## src/rtl/decode_hazard_ctrl_pkg.sv

```systemverilog
// Shared constants for the decode-stage scoreboard: PC register index, GPR count,
// RegSrc bit positions and the in-flight counter width helper.
package decode_hazard_ctrl_pkg;

  localparam logic [3:0] REG_PC  = 4'hF;
  localparam int         NUM_GPR = 15;

  // RegSrc control bits: [0] forces RA1 to the PC, [1] steers RA2 to Rd (store data)
  localparam int RS_RA1_PC = 0;
  localparam int RS_RA2_RD = 1;

  function automatic int cnt_width(input int max_n);
    return $clog2(max_n + 1);
  endfunction

endpackage

```

## src/rtl/decode_hazard_ctrl_if.sv

```systemverilog
// Decode/write-back handshake bundle between the control unit and the hazard controller.
interface decode_hazard_ctrl_if #(
  parameter int STALL_CNT_W = 16
);
  logic                   dec_valid;
  logic [3:0]             dec_rn;
  logic [3:0]             dec_rm;
  logic [3:0]             dec_rd;
  logic [1:0]             reg_src;
  logic                   uses_ra1;
  logic                   uses_ra2;
  logic                   dec_wr;
  logic                   wb_valid;
  logic [3:0]             wb_rd;
  logic                   flush;
  logic [3:0]             ra1;
  logic [3:0]             ra2;
  logic                   stall_d;
  logic                   issue;
  logic [14:0]            busy_vec;
  logic [STALL_CNT_W-1:0] stall_count;
  logic                   err_underflow;

  modport master (
    output dec_valid, dec_rn, dec_rm, dec_rd, reg_src, uses_ra1, uses_ra2, dec_wr,
           wb_valid, wb_rd, flush,
    input  ra1, ra2, stall_d, issue, busy_vec, stall_count, err_underflow
  );

  modport slave (
    input  dec_valid, dec_rn, dec_rm, dec_rd, reg_src, uses_ra1, uses_ra2, dec_wr,
           wb_valid, wb_rd, flush,
    output ra1, ra2, stall_d, issue, busy_vec, stall_count, err_underflow
  );
endinterface

```

## src/rtl/decode_hazard_ctrl_counter.sv

```systemverilog
// Per-register in-flight write counter: +1 on issue, -1 on write-back, saturating at MAX.
module hazard_counter #(
  parameter int MAX   = 3,
  parameter int CNT_W = 2
) (
  input  logic             clk,
  input  logic             rst_n,
  input  logic             i_inc,
  input  logic             i_dec,
  output logic [CNT_W-1:0] o_cnt,
  output logic             o_underflow
);
  logic [CNT_W-1:0] r_cnt;

  // simultaneous issue and write-back cancel; a lone write-back on an idle register is an error
  assign o_underflow = i_dec && !i_inc && (r_cnt == '0);
  assign o_cnt       = r_cnt;

  always_ff @(posedge clk or negedge rst_n) begin
    if (!rst_n) begin
      r_cnt <= '0;
    end else if (i_inc && !i_dec) begin
      if (r_cnt != CNT_W'(MAX)) r_cnt <= r_cnt + 1'b1;
    end else if (i_dec && !i_inc && (r_cnt != '0)) begin
      r_cnt <= r_cnt - 1'b1;
    end
  end
endmodule

```

## src/rtl/decode_hazard_ctrl.sv

```systemverilog
// Decode-stage scoreboard: resolves regfile read addresses, detects RAW/WAW hazards against
// in-flight writes to R0..R14 and stalls fetch/decode; R15 reads return PC+8 and never hazard.
module decode_hazard_ctrl
  import decode_hazard_ctrl_pkg::*;
#(
  parameter int MAX_INFLIGHT = 3,
  parameter int WB_BYPASS    = 1,
  parameter int STALL_CNT_W  = 16
) (
  input  logic                 clk,
  input  logic                 rst_n,
  decode_hazard_ctrl_if.slave  bus
);
  localparam int CNT_W = cnt_width(MAX_INFLIGHT);

  logic [3:0]                  w_ra1;
  logic [3:0]                  w_ra2;
  logic [15:0][CNT_W-1:0]      w_cnt_ext;
  logic [NUM_GPR-1:0]          w_inc;
  logic [NUM_GPR-1:0]          w_dec;
  logic [NUM_GPR-1:0]          w_uf;
  logic [NUM_GPR-1:0]          w_busy;
  logic                        w_clr1;
  logic                        w_clr2;
  logic                        w_raw;
  logic                        w_waw;
  logic                        w_live;
  logic                        w_stall;
  logic                        w_issue;
  logic [STALL_CNT_W-1:0]      r_stall_cnt;
  logic                        r_err;

  assign w_ra1 = bus.reg_src[RS_RA1_PC] ? REG_PC     : bus.dec_rn;
  assign w_ra2 = bus.reg_src[RS_RA2_RD] ? bus.dec_rd : bus.dec_rm;

  // slot 15 is a constant-zero counter so R15 lookups never see a pending write
  assign w_cnt_ext[15] = '0;

  // a write-back retiring the last pending write is visible through the regfile this cycle
  assign w_clr1 = bus.wb_valid && (bus.wb_rd == w_ra1) && (WB_BYPASS != 0) &&
                  (w_cnt_ext[w_ra1] == CNT_W'(1));
  assign w_clr2 = bus.wb_valid && (bus.wb_rd == w_ra2) && (WB_BYPASS != 0) &&
                  (w_cnt_ext[w_ra2] == CNT_W'(1));

  assign w_raw = (bus.uses_ra1 && (w_ra1 != REG_PC) && (w_cnt_ext[w_ra1] != '0) && !w_clr1) ||
                 (bus.uses_ra2 && (w_ra2 != REG_PC) && (w_cnt_ext[w_ra2] != '0) && !w_clr2);
  assign w_waw = bus.dec_wr && (bus.dec_rd != REG_PC) &&
                 (w_cnt_ext[bus.dec_rd] == CNT_W'(MAX_INFLIGHT));

  assign w_live  = bus.dec_valid && !bus.flush;
  assign w_stall = w_live && (w_raw || w_waw);
  assign w_issue = w_live && !w_stall;

  genvar gi;
  generate
    for (gi = 0; gi < NUM_GPR; gi++) begin : g_reg
      assign w_inc[gi]  = w_issue && bus.dec_wr && (bus.dec_rd == 4'(gi));
      assign w_dec[gi]  = bus.wb_valid && (bus.wb_rd == 4'(gi));
      assign w_busy[gi] = (w_cnt_ext[gi] != '0);

      hazard_counter #(
        .MAX   (MAX_INFLIGHT),
        .CNT_W (CNT_W)
      ) u_cnt (
        .clk         (clk),
        .rst_n       (rst_n),
        .i_inc       (w_inc[gi]),
        .i_dec       (w_dec[gi]),
        .o_cnt       (w_cnt_ext[gi]),
        .o_underflow (w_uf[gi])
      );
    end
  endgenerate

  always_ff @(posedge clk or negedge rst_n) begin
    if (!rst_n) begin
      r_stall_cnt <= '0;
      r_err       <= 1'b0;
    end else begin
      if (w_stall && (r_stall_cnt != '1)) r_stall_cnt <= r_stall_cnt + 1'b1;
      if (|w_uf) r_err <= 1'b1;
    end
  end

  assign bus.ra1           = w_ra1;
  assign bus.ra2           = w_ra2;
  assign bus.stall_d       = w_stall;
  assign bus.issue         = w_issue;
  assign bus.busy_vec      = w_busy;
  assign bus.stall_count   = r_stall_cnt;
  assign bus.err_underflow = r_err;
endmodule

```

## src/flat_wrapper.sv

```systemverilog
// flat-port wrapper written by rule: the top's interface ports become plain ports
module decode_hazard_ctrl_flat import decode_hazard_ctrl_pkg::*;
#(
  parameter int MAX_INFLIGHT = 3,
  parameter int WB_BYPASS    = 1,
  parameter int STALL_CNT_W  = 16
)
  (clk, rst_n, bus_dec_valid, bus_dec_rn, bus_dec_rm, bus_dec_rd, bus_reg_src, bus_uses_ra1, bus_uses_ra2, bus_dec_wr, bus_wb_valid, bus_wb_rd, bus_flush, bus_ra1, bus_ra2, bus_stall_d, bus_issue, bus_busy_vec, bus_stall_count, bus_err_underflow);
  decode_hazard_ctrl_if #(.STALL_CNT_W(STALL_CNT_W)) bus_i ();
  input  logic clk;
  input  logic rst_n;
  input wire logic [$bits(bus_i.dec_valid)-1:0] bus_dec_valid;
  input wire logic [$bits(bus_i.dec_rn)-1:0] bus_dec_rn;
  input wire logic [$bits(bus_i.dec_rm)-1:0] bus_dec_rm;
  input wire logic [$bits(bus_i.dec_rd)-1:0] bus_dec_rd;
  input wire logic [$bits(bus_i.reg_src)-1:0] bus_reg_src;
  input wire logic [$bits(bus_i.uses_ra1)-1:0] bus_uses_ra1;
  input wire logic [$bits(bus_i.uses_ra2)-1:0] bus_uses_ra2;
  input wire logic [$bits(bus_i.dec_wr)-1:0] bus_dec_wr;
  input wire logic [$bits(bus_i.wb_valid)-1:0] bus_wb_valid;
  input wire logic [$bits(bus_i.wb_rd)-1:0] bus_wb_rd;
  input wire logic [$bits(bus_i.flush)-1:0] bus_flush;
  output wire logic [$bits(bus_i.ra1)-1:0] bus_ra1;
  output wire logic [$bits(bus_i.ra2)-1:0] bus_ra2;
  output wire logic [$bits(bus_i.stall_d)-1:0] bus_stall_d;
  output wire logic [$bits(bus_i.issue)-1:0] bus_issue;
  output wire logic [$bits(bus_i.busy_vec)-1:0] bus_busy_vec;
  output wire logic [$bits(bus_i.stall_count)-1:0] bus_stall_count;
  output wire logic [$bits(bus_i.err_underflow)-1:0] bus_err_underflow;
  assign bus_i.dec_valid = bus_dec_valid;
  assign bus_i.dec_rn = bus_dec_rn;
  assign bus_i.dec_rm = bus_dec_rm;
  assign bus_i.dec_rd = bus_dec_rd;
  assign bus_i.reg_src = bus_reg_src;
  assign bus_i.uses_ra1 = bus_uses_ra1;
  assign bus_i.uses_ra2 = bus_uses_ra2;
  assign bus_i.dec_wr = bus_dec_wr;
  assign bus_i.wb_valid = bus_wb_valid;
  assign bus_i.wb_rd = bus_wb_rd;
  assign bus_i.flush = bus_flush;
  assign bus_ra1 = bus_i.ra1;
  assign bus_ra2 = bus_i.ra2;
  assign bus_stall_d = bus_i.stall_d;
  assign bus_issue = bus_i.issue;
  assign bus_busy_vec = bus_i.busy_vec;
  assign bus_stall_count = bus_i.stall_count;
  assign bus_err_underflow = bus_i.err_underflow;
  decode_hazard_ctrl #(.MAX_INFLIGHT(MAX_INFLIGHT), .WB_BYPASS(WB_BYPASS), .STALL_CNT_W(STALL_CNT_W)) u_core (.clk(clk), .rst_n(rst_n), .bus(bus_i));
endmodule
```

## config.mk

```make
export PLATFORM = sky130hd
export DESIGN_NAME = decode_hazard_ctrl_flat
export DESIGN_NICKNAME = d
export VERILOG_FILES = /design/src/rtl/decode_hazard_ctrl_pkg.sv /design/src/rtl/decode_hazard_ctrl_if.sv /design/src/rtl/decode_hazard_ctrl_counter.sv /design/src/rtl/decode_hazard_ctrl.sv /design/src/flat_wrapper.sv
export SDC_FILE = /design/constraint.sdc
export NUM_CORES = 1
export LEC_CHECK = 0
export BUFFER_PORTS_ARGS = -buffer_cell sky130_fd_sc_hd__buf_2
export CORE_UTILIZATION = 60
export CTS_BUF_LIST = sky130_fd_sc_hd__clkbuf_16
export DETAILED_ROUTE_END_ITERATION = 10
export PLACE_DENSITY = 0.89
export SETUP_SLACK_MARGIN = 0.2
export SLEW_MARGIN = 25
export SYNTH_ARGS = -nofsm -noshare
export SYNTH_HDL_FRONTEND = slang
export SYNTH_HIERARCHICAL = 1
export SYNTH_SLANG_ARGS = --single-unit
```

## constraint.sdc

```tcl
create_clock -name clk -period 6.9 [get_ports clk]
set_clock_uncertainty 0.05 [all_clocks]
set_input_delay 1.035 -clock clk [delete_from_list [all_inputs] [get_ports clk]]
set_output_delay 1.035 -clock clk [all_outputs]
set_load 0.05 [all_outputs]
```

==> reports/metrics.yaml <==
grt_pass1_wl_um: 21000
gr-usage-all-layers: 0.3538
yosys_warnings: 6
reg2reg_slack_ps: 2250
io_pins: 68
status: "completed"
post-route-min-period_ps: 5285
max_cap_violations: 0
dp_slack_ps: 1511
vias_per_cell: 6.761
fill_cells: 542
rsz0062_at_grt: "no"
crit-reg2reg-launch: "u_core/g_reg[7].u_cnt/o_cnt[1]$_DFFE_PN0P_"
hold_buffers: 0
route.detailed.drc: 0
yosysTopAreaCell: "dfrtp_1"
power_leakage_nw: 2.184
cts.clk_slew.worst_paths_ps: 70
synth_edf_count: 0
cts_resized: 0
start_util: 0.6378
setup.worst_path.start: "bus_reg_src[1]"
ir_worst_vdd_v: 0.0002928
place_hpwl_um: 9461
synthToLayoutAreaGrowth_pct: 11.24
cts_num_sinks: 47
firstDrtPassIters: 5
crit_path_start_kind: "input pin"
num_vias: 4591
setup_tns_ps: 0
grt-ovfl-total: 0
nets: 609
synth_top_area_share: 0.2655
critical_path_class: "in2reg"
cts_buffer_depth: 2
htreeDepth: 2
syn-num-nets: 556
slew_headroom: 0.4564
worstPathArrival_ps: 5370
cts_root_buffer: "clkbuf_16"
synth.area.top_cells: "dfrtp_1, nand2b_1, nor3_2"
grt_pass1_vias: 4174
num_rows: 30
fp.coreArea_um2: 6944
gp_congestion: 0.9816
endpoint: "u_core/bus.err_underflow$_DFFE_PN0P_"
worstMarginPinSlew_ps: 815.4
power_mw: 1.680
timing.hold.ws_ps: 436.1
tritoncts: "done"
cp.required_ps: 6990
clk_latency_ps: 290
cp_slowest_cell: "or3_1"
drive_gt1_frac: 0.2607
yosysSeqAreaShare: 0.2655
crit_path_end_kind: "flip-flop"
cts_made_buffers: 5
finalWirelength_um: 13230
synthArstFlopShare: 1.000
path_cells: "buf_2 -> mux2i_4 -> inv_4 -> mux2i_1 -> a211oi_1 -> o2111ai_1 -> o311ai_1 -> or3_1 -> or3_1 -> nor4_1 -> nand2b_1 -> nor3_1 -> nor4_1 -> nand4_1"
setup_viol: 0
regArea_um2: 1176
hold_path.class: "reg2reg"
grt_max_degree: 48
synth_cell_types: 69
critPathMaxStageDelay_ps: 650
syn_avg_cell_area_um2: 8.373
die_area_um2: 7730
min_period_over_period: 0.7659
postCtsSetupBuffers: 0
wl_per_cell_um: 19.48
antenna_left: 0
dr.first_iter.drc_count: 479
worst-path-buf-inv: 2
drv_slew: 0
die_w_um: 87.92
syn_inst: 529
diodes: 0
synth_ff_type: "dfrtp_1"
syn_area_um2: 4429
crit_family: "simple AND/OR/NAND/NOR gates"
rr_endpoint: "u_core/bus.err_underflow$_DFFE_PN0P_"
antenna_found_initial: 0
cp_max_fo: 23
multi_input_area_um2: 3040
path_depth: 14
port-buffer-count: 67
yosys_register_bits: 47
reg2regPathDepth: 11
power_density_nw_per_um2: 341.0
setup_slack_ps: 1615
fmax_ghz: 0.1892
hold_viol_final: 0
die_height_um: 87.92
registers in the layout (all words and copies together), names as in the netlist:
name	count
u_core/bus.stall_count	16
u_core/g.u_cnt/o_cnt	30
u_core/bus.err_underflow	1
stage by stage:
stage / utilization / instance area (um^2) / cells
after floorplan: - / 4429 / 529
after global placement: 0.6845 / 4753 / 671
after detailed placement: 0.6849 / 4756 / 671
after CTS: 0.7096 / 4927 / 679
after global routing: 0.7096 / 4927 / 679
final: 0.7096 / 4927 / 679
cell type report:
class                      count  area share
clock buffer                   5     0.02539
clock inverter                 3    0.009396
inverter                      17     0.01346
multi-input combinational    442      0.6171
sequential                    47      0.2387
tap                           96     0.02438
timing repair buffer          69     0.07161
cells by family (layout without fill, tap and decap cells):
| logic type | Yosys count | count (layout) | synth area share |
|---|---|---|---|
| xor gates and xnor gates | 17 | 17 | 0.03362 |
| adders and majority gates | 1 | 1 | 0.002824 |
| DFF | 47 | 47 | 0.2655 |
| AOI/OAI and AO/OA | 115 | 115 | 0.1850 |
| muxes | 25 | 25 | 0.08475 |
| buffers and inverters | 40 | 94 | 0.04802 |
| and+or+nand+nor | 284 | 284 | 0.3802 |
where the power goes:
part	switching [mW]	total (mW)	internal, mW
Clock	0.118	0.290	0.173
Combinational	0.506	0.772	0.266
Sequential	0.255	0.618	0.364
Total	0.878	1.68	0.802
worst min-delay path by stage:
stage,slack (ps),start,cells past startpoint,to
2_1_floorplan,470,u_core/g_reg[14].u_cnt/o_cnt[0]$_DFFE_PN0P_,1,u_core/g_reg[14].u_cnt/o_cnt[0]$_DFFE_PN0P_
3_3_place_gp,420,u_core/bus.stall_count[6]$_DFFE_PN0P_,1,u_core/bus.stall_count[6]$_DFFE_PN0P_
3_5_place_dp,430,u_core/bus.stall_count[6]$_DFFE_PN0P_,1,u_core/bus.stall_count[6]$_DFFE_PN0P_
4_1_cts,440,u_core/bus.stall_count[6]$_DFFE_PN0P_,1,u_core/bus.stall_count[6]$_DFFE_PN0P_
5_1_grt,450,u_core/bus.stall_count[6]$_DFFE_PN0P_,1,u_core/bus.stall_count[6]$_DFFE_PN0P_
6_report,440,u_core/bus.stall_count[6]$_DFFE_PN0P_,1,u_core/bus.stall_count[6]$_DFFE_PN0P_
synth_stat cells, types with 6 or more instances:
cell type and count:
clkbuf_1 10, buf_2 8, mux4_2 6, nor3_1 33, xnor2_1 6, a21oi_2 15, nand3_1 10, nor2b_1 22
and3b_1 16, nand2b_1 38, dfrtp_1 47, a211oi_1 7, nand2_1 56, xor2_1 11, or2_2 18, a21oi_1 9
o21ai_1 30, o21ai_0 7, nor4_1 13, inv_1 16, nor2_1 28, mux2i_1 12, nor3_2 22
per-layer routing:
metal  track usage  routed length [um]  vias up
li1              -                   -     2045
met1        0.4766                5133     2140
met2        0.5462                5818      345
met3       0.08200                1706       61
met4        0.1490                 566        0
met5             0                   0        -
cell usage in the layout (no fill, tap or decap), types with 3 or more instances in the layout:
cell type and n:
and3b_1 16, a21oi_2 15, a21boi_0 3, nand3b_1 3
mux2i_1 12, buf_4 3, mux4_2 6, a221oi_1 5
a21oi_1 9, nor4_1 13, nand4_1 3, or3_1 4
o21ai_1 30, o32ai_1 4, nand3_1 10, o221ai_1 5
clkbuf_16 5, nor3_1 33, nor2_1 28, and2_1 5
buf_2 66, o2111ai_1 3, nor2b_1 22, mux2_2 3
xor2_1 11, nand2b_1 38, dfrtp_1 47, nand2_1 56
o21ai_0 7, o22ai_1 5, xnor2_1 6, or2_2 18
nor3_2 22, inv_1 16, a211oi_1 7
Note: power is estimated with default switching activity, not from simulation.
